**config.mk**
```make
export PLATFORM = sky130hd
export DESIGN_NAME = regfile_write_arbiter_flat
export DESIGN_NICKNAME = d
export VERILOG_FILES = /design/src/rtl/regfile_write_arbiter_if.sv /design/src/rtl/regfile_write_arbiter.sv /design/src/flat_wrapper.sv
export SDC_FILE = /design/constraint.sdc
export NUM_CORES = 1
export LEC_CHECK = 0
export ABC_AREA = 1
export CAP_MARGIN = 20
export CORE_MARGIN = 3
export CORE_UTILIZATION = 39
export DETAILED_ROUTE_END_ITERATION = 16
export PLACE_DENSITY = 0.86
export SLEW_MARGIN = 20
export SYNTH_ARGS = -nofsm -noshare
export SYNTH_HDL_FRONTEND = slang
export SYNTH_SLANG_ARGS = --single-unit
```
**constraint.sdc**
```tcl
create_clock -name clk -period 1.9 [get_ports clk]
set_clock_uncertainty 0.1 [all_clocks]
set_input_delay 0.38 -clock clk [delete_from_list [all_inputs] [get_ports clk]]
set_output_delay 0.38 -clock clk [all_outputs]
set_load 0.01 [all_outputs]
```
**src/rtl/regfile_write_arbiter_if.sv**
```systemverilog
// -----------------------------------------------------------------------------
// regfile_write_arbiter_if
//   Bundles the two writeback requester channels, the register-file write
//   port and the arbiter status signals.
//
//   master : requester/environment side (drives req*_valid/addr/data,
//            observes readys, register-file write port and status)
//   slave  : arbiter side (the regfile_write_arbiter module)
//
//   Signals
//     req0_valid/addr/data/ready : requester 0 (ALU writeback)
//     req1_valid/addr/data/ready : requester 1 (load writeback)
//     rf_regWrite                : register file write enable
//     rf_addrDestination         : register file write address
//     rf_writeData               : register file write data
//     grant_id                   : requester owning the current rf_* write
//     busy                       : clear sequence in progress
// -----------------------------------------------------------------------------
interface regfile_write_arbiter_if;
  logic        req0_valid;
  logic [4:0]  req0_addr;
  logic [31:0] req0_data;
  logic        req0_ready;

  logic        req1_valid;
  logic [4:0]  req1_addr;
  logic [31:0] req1_data;
  logic        req1_ready;

  logic        rf_regWrite;
  logic [4:0]  rf_addrDestination;
  logic [31:0] rf_writeData;
  logic        grant_id;
  logic        busy;

  modport master (
    output req0_valid, req0_addr, req0_data,
    output req1_valid, req1_addr, req1_data,
    input  req0_ready, req1_ready,
    input  rf_regWrite, rf_addrDestination, rf_writeData,
    input  grant_id, busy
  );

  modport slave (
    input  req0_valid, req0_addr, req0_data,
    input  req1_valid, req1_addr, req1_data,
    output req0_ready, req1_ready,
    output rf_regWrite, rf_addrDestination, rf_writeData,
    output grant_id, busy
  );
endinterface

```
**src/rtl/regfile_write_arbiter.sv**
```systemverilog
// -----------------------------------------------------------------------------
// regfile_write_arbiter
//   Arbitrates two writeback requesters (ALU = 0, load = 1) onto a single
//   register-file write port with round-robin priority. Accepted writes
//   appear on the rf_* outputs exactly one cycle after the handshake.
//   Writes to register 0 are accepted but suppressed.
//
//   Optional power-on clear (macro REGARB_CLEAR_EN): after reset the block
//   writes CLEAR_VALUE to registers 1..31 on consecutive cycles, holding
//   busy high and refusing requests until done. Without the macro the
//   block starts arbitrating on the first active cycle and busy is 0.
//
//   Parameters
//     CLEAR_VALUE : word written to every register during the clear sequence
//     RR_INIT     : requester favoured first after reset
//
//   Ports
//     clk : clock, all state updates on rising edge
//     rst : asynchronous active-low reset
//     bus : regfile_write_arbiter_if.slave (requesters, rf write port, status)
// -----------------------------------------------------------------------------
module regfile_write_arbiter #(
  parameter logic [31:0] CLEAR_VALUE = 32'h0000_0000,
  parameter logic        RR_INIT     = 1'b0
) (
  input logic                   clk,
  input logic                   rst,
  regfile_write_arbiter_if.slave bus
);

  typedef enum logic {
    S_CLEAR = 1'b0,
    S_ARB   = 1'b1
  } state_e;

`ifdef REGARB_CLEAR_EN
  localparam state_e RESET_STATE = S_CLEAR;
`else
  localparam state_e RESET_STATE = S_ARB;
`endif

  state_e      state_q, state_d;
  logic        rr_q, rr_d;
  logic        we_q, we_d;
  logic [4:0]  addr_q, addr_d;
  logic [31:0] data_q, data_d;
  logic        gid_q, gid_d;

`ifdef REGARB_CLEAR_EN
  logic [4:0]  cnt_q, cnt_d;
`endif

  logic        ready0, ready1;
  logic        pick0, pick1;

  // Request selection: requester 1 wins when it is the only one asking or
  // when both ask and the pointer favours it.
  always_comb begin
    pick1 = bus.req1_valid && (!bus.req0_valid || rr_q);
    pick0 = bus.req0_valid && !pick1;
  end

  always_comb begin
    state_d = state_q;
    rr_d    = rr_q;
    we_d    = 1'b0;
    addr_d  = addr_q;
    data_d  = data_q;
    gid_d   = gid_q;
    ready0  = 1'b0;
    ready1  = 1'b0;
`ifdef REGARB_CLEAR_EN
    cnt_d   = cnt_q;
`endif

    case (state_q)
      S_CLEAR: begin
`ifdef REGARB_CLEAR_EN
        we_d   = 1'b1;
        addr_d = cnt_q;
        data_d = CLEAR_VALUE;
        if (cnt_q == 5'd31) begin
          state_d = S_ARB;
        end else begin
          cnt_d = cnt_q + 5'd1;
        end
`else
        state_d = S_ARB;
`endif
      end

      S_ARB: begin
        ready0 = pick0;
        ready1 = pick1;
        // A handshake always captures address/data/owner so the rf_* fields
        // reflect the last accepted request; the enable is suppressed for
        // register 0.
        if (pick0 || pick1) begin
          rr_d   = pick0;
          gid_d  = pick1;
          addr_d = pick1 ? bus.req1_addr : bus.req0_addr;
          data_d = pick1 ? bus.req1_data : bus.req0_data;
          we_d   = (addr_d != 5'd0);
        end
      end

      default: begin
        state_d = RESET_STATE;
      end
    endcase
  end

  always_ff @(posedge clk or negedge rst) begin
    if (!rst) begin
      state_q <= RESET_STATE;
      rr_q    <= RR_INIT;
      we_q    <= 1'b0;
      addr_q  <= '0;
      data_q  <= '0;
      gid_q   <= 1'b0;
    end else begin
      state_q <= state_d;
      rr_q    <= rr_d;
      we_q    <= we_d;
      addr_q  <= addr_d;
      data_q  <= data_d;
      gid_q   <= gid_d;
    end
  end

`ifdef REGARB_CLEAR_EN
  always_ff @(posedge clk or negedge rst) begin
    if (!rst) begin
      cnt_q <= 5'd1;
    end else begin
      cnt_q <= cnt_d;
    end
  end
`endif

  assign bus.req0_ready         = ready0;
  assign bus.req1_ready         = ready1;
  assign bus.rf_regWrite        = we_q;
  assign bus.rf_addrDestination = addr_q;
  assign bus.rf_writeData       = data_q;
  assign bus.grant_id           = gid_q;
  assign bus.busy               = (state_q == S_CLEAR);

endmodule

```
**src/flat_wrapper.sv**
```systemverilog
// flat-port wrapper written by rule: the top's interface ports become plain ports
module regfile_write_arbiter_flat 
#(
  parameter logic [31:0] CLEAR_VALUE = 32'h0000_0000,
  parameter logic        RR_INIT     = 1'b0
)
  (clk, rst, bus_req0_valid, bus_req0_addr, bus_req0_data, bus_req1_valid, bus_req1_addr, bus_req1_data, bus_req0_ready, bus_req1_ready, bus_rf_regWrite, bus_rf_addrDestination, bus_rf_writeData, bus_grant_id, bus_busy);
  regfile_write_arbiter_if bus_i ();
  input logic clk;
  input logic rst;
  input wire logic [$bits(bus_i.req0_valid)-1:0] bus_req0_valid;
  input wire logic [$bits(bus_i.req0_addr)-1:0] bus_req0_addr;
  input wire logic [$bits(bus_i.req0_data)-1:0] bus_req0_data;
  input wire logic [$bits(bus_i.req1_valid)-1:0] bus_req1_valid;
  input wire logic [$bits(bus_i.req1_addr)-1:0] bus_req1_addr;
  input wire logic [$bits(bus_i.req1_data)-1:0] bus_req1_data;
  output wire logic [$bits(bus_i.req0_ready)-1:0] bus_req0_ready;
  output wire logic [$bits(bus_i.req1_ready)-1:0] bus_req1_ready;
  output wire logic [$bits(bus_i.rf_regWrite)-1:0] bus_rf_regWrite;
  output wire logic [$bits(bus_i.rf_addrDestination)-1:0] bus_rf_addrDestination;
  output wire logic [$bits(bus_i.rf_writeData)-1:0] bus_rf_writeData;
  output wire logic [$bits(bus_i.grant_id)-1:0] bus_grant_id;
  output wire logic [$bits(bus_i.busy)-1:0] bus_busy;
  assign bus_i.req0_valid = bus_req0_valid;
  assign bus_i.req0_addr = bus_req0_addr;
  assign bus_i.req0_data = bus_req0_data;
  assign bus_i.req1_valid = bus_req1_valid;
  assign bus_i.req1_addr = bus_req1_addr;
  assign bus_i.req1_data = bus_req1_data;
  assign bus_req0_ready = bus_i.req0_ready;
  assign bus_req1_ready = bus_i.req1_ready;
  assign bus_rf_regWrite = bus_i.rf_regWrite;
  assign bus_rf_addrDestination = bus_i.rf_addrDestination;
  assign bus_rf_writeData = bus_i.rf_writeData;
  assign bus_grant_id = bus_i.grant_id;
  assign bus_busy = bus_i.busy;
  regfile_write_arbiter #(.CLEAR_VALUE(CLEAR_VALUE), .RR_INIT(RR_INIT)) u_core (.clk(clk), .rst(rst), .bus(bus_i));
endmodule
```
==> results.sh <==
export IMPL_wirelength_um=5380
export IMPL_power_mw=2.31
export IMPL_grt_overflow_total=0
export IMPL_drt_first_pass_iters=4
export IMPL_top_level_ports=120
export IMPL_fin_setup_tns_ns=0
export IMPL_wl_per_cell_um=12.9
export IMPL_p_per_area_nw_per_um2=717
export IMPL_vias=1919
export IMPL_synth_seq_cells=40
export IMPL_yosysTopAreaCellShare_pct=52.7
export IMPL_synth_nets=305
export IMPL_pwr_share_clk_pct=24.7
export IMPL_ir_drop_mv=0.390
export IMPL_clock_path_buffers=2
export IMPL_die_x_um=75.8
export IMPL_root_buffer="clkbuf_8"
export IMPL_avgSynthCellArea_um2=8.37
export IMPL_worstPathCellList="clkdlybuf4s50_1 > nand2_2 > nand2_2 > inv_2 > dlygate4sd2_1"
export IMPL_initial_core_util_pct=41.9
export IMPL_drc_errors=0
export IMPL_leakage_nw=1.50
export IMPL_synth_area_um2=1900
export IMPL_clk_pin_slew_ns=0.07
export IMPL_worstSetupEndpointType="output port"
export IMPL_synth_seq_area_share_pct=52.7
export IMPL_synth_cell_types=16
export IMPL_seqCellArea_um2=1000
export IMPL_critical_path_max_fanout=3
export IMPL_period_share_pct=96.2
export IMPL_finalSetupViolations=0
export IMPL_grt_first_pass_wirelength_um=8160
export IMPL_grt_use_total_pct=18.8
export IMPL_ant_nets=0
export IMPL_period_needed_ns=1.83
export IMPL_internal_power_mw=1.68
export IMPL_power_frac_comb_pct=31.3
export IMPL_final_common_cell="clkdlybuf4s50_1"
export IMPL_port_buffer_count=118
export IMPL_startpoint_type="input pin"
export IMPL_drt_initial_drc_count=76
export IMPL_yosys_warnings=0
export IMPL_hold_viol_final=0
export IMPL_clock_latency_ns=0.28
export IMPL_crit_type="input pin to output port"
export IMPL_die_y_um=75.8
export IMPL_final_cell_mix="clkdlybuf4s50_1, nand2_1, dfrtp_1"
export IMPL_grt_pass1_vias=1817
export IMPL_fmax_mhz=547
export IMPL_rsz0062_at_grt="false"
export IMPL_drive_gt1_share_pct=10.5
export IMPL_finalWorstSetupSlack_ns=0.0717
export IMPL_gp_congestion=0.766
export IMPL_synthCells=227
export IMPL_diodes=0
export IMPL_cts_made_buffers=5
export IMPL_pre_cts_ws_ns=-0.257
export IMPL_fillers=351
export IMPL_fp_row_count=24
export IMPL_core_area_um2=4530
export IMPL_fin_util_pct=71.2
export IMPL_slew_violations=0
export IMPL_status="finished, final reports clean"
export IMPL_required_ns=1.42
export IMPL_crit_path_frequent_cell="nand2_2"
export IMPL_cts_sinks=40
export IMPL_multi_input_area_um2=737
export IMPL_maxCapViolCount=0
export IMPL_p_sw_share_pct=27.4
export IMPL_area_growth_pct=70.0
export IMPL_power_switching_mw=0.634
export IMPL_die_area_um2=5740
export IMPL_p_seq_share_pct=44.0
export IMPL_grt_max_degree=33
export IMPL_vias_per_cell=4.61
export IMPL_dp_hpwl_um=4110
export IMPL_nets=428
export IMPL_min_path_type="flip-flop to flip-flop"
export IMPL_yosysTopAreaCell="dfrtp_1"
export IMPL_crit_buf_inv=3
export IMPL_path_delay_family="buffers and inverters"
export IMPL_arrival_ns=1.35
export IMPL_htree_levels=2
export IMPL_slowest_delay_ns=0.49
export IMPL_antenna_found_initial=0
export IMPL_cts_tree="done"
export IMPL_slowest_stage="clkdlybuf4s50_1"
export IMPL_synth_top_cells_by_area="dfrtp_1, nand2_1, nand3_1, nand3_2, buf_12"
## logic make-up after synthesis
logic type | after synthesis | share of synthesized area [%]
AND/OR/NAND/NOR | 154 | 36.5
AO/OA/AOI/OAI | 8 | 2.11
buffers and inverters | 24 | 8.50
other | 1 | 0.197
flip-flops | 40 | 52.7
## layer usage
metal  share of wire, %  GRT usage (%)
met4               0.58           3.50
met2                 49           33.8
met3                 10           6.20
met1                 40           21.9
met5                  0              0
## per-stage QoR
step / hold WS [ns] / area [um^2] / cells
2_1_floorplan: -0.0156 / 1900 / 227
3_3_place_gp: 0.256 / 3140 / 407
3_5_place_dp: 0.256 / 3140 / 407
4_1_cts: 0.391 / 3230 / 416
5_1_grt: 0.420 / 3230 / 416
6_report: 0.385 / 3230 / 416
## worst min-delay path, delay by kind of cell, from the launching register on
family	cells	cell delay (ns)
AND/OR/NAND/NOR	1	0.05
flip-flops	1	0.34
AO/OA/AOI/OAI	1	0.06
## worst paths after layout
path                       depth (start not counted)  slack, ns                              from                               end
hold reg to reg                                    2       0.38  u_core.bus.rf_addrDestination[2]  u_core.bus.rf_addrDestination[2]
setup reg to reg                                   9       0.48                       u_core.rr_q        u_core.bus.rf_writeData[0]
min in group asynchronous                          2       0.49                               rst        u_core.bus.rf_writeData[4]
setup / recovery                                   5       0.07                    bus_req0_valid                    bus_req1_ready
max in group asynchronous                          3       0.56                               rst  u_core.bus.rf_addrDestination[4]
hold / removal                                     2       0.38  u_core.bus.rf_addrDestination[2]  u_core.bus.rf_addrDestination[2]
## power groups by stage
stage	Combinational (mW)	Sequential [mW]	Clock [mW]
floorplan	0.221	1.09	0
global placement	0.720	1.03	0
detailed placement	0.736	1.04	0
CTS	0.737	1.02	0.587
global route	0.790	1.03	0.623
finish	0.724	1.02	0.571
## final cells by class
cell class / count / share of cell area, %
Inverter: 12 / 1.47
Sequential cell: 40 / 31.0
Clock buffer: 8 / 2.79
Multi-Input combinational cell: 163 / 22.8
Timing Repair Buffer: 128 / 39.4
Tap cell: 65 / 2.52
## repair_timing
| action | 4_1_cts | 5_1_grt |
|---|---|---|
| endpoints found under the setup margin | 2 | 1 |
| gates resized for setup | 2 | 2 |
| cloned | 0 | 0 |
| buffers inserted | 0 | 0 |
| hold buffers | 1 | 0 |
| hold endpoints to repair | 20 | 0 |
## synthesized netlist by cell type, drive strengths merged
library cell  count
nand2           116
dfrtp            40
nand3            35
buf              12
inv              12
o21ai             8
nor2              2
conb              1
nand3b            1
## state kept, by name (all words and copies together) (netlist names)
signal,flops
u_core.bus.rf_writeData,32
u_core.bus.rf_addrDestination,5
u_core.bus.grant_id,1
u_core.bus.rf_regWrite,1
u_core.rr_q,1
Power figures use the tool's default switching activity.
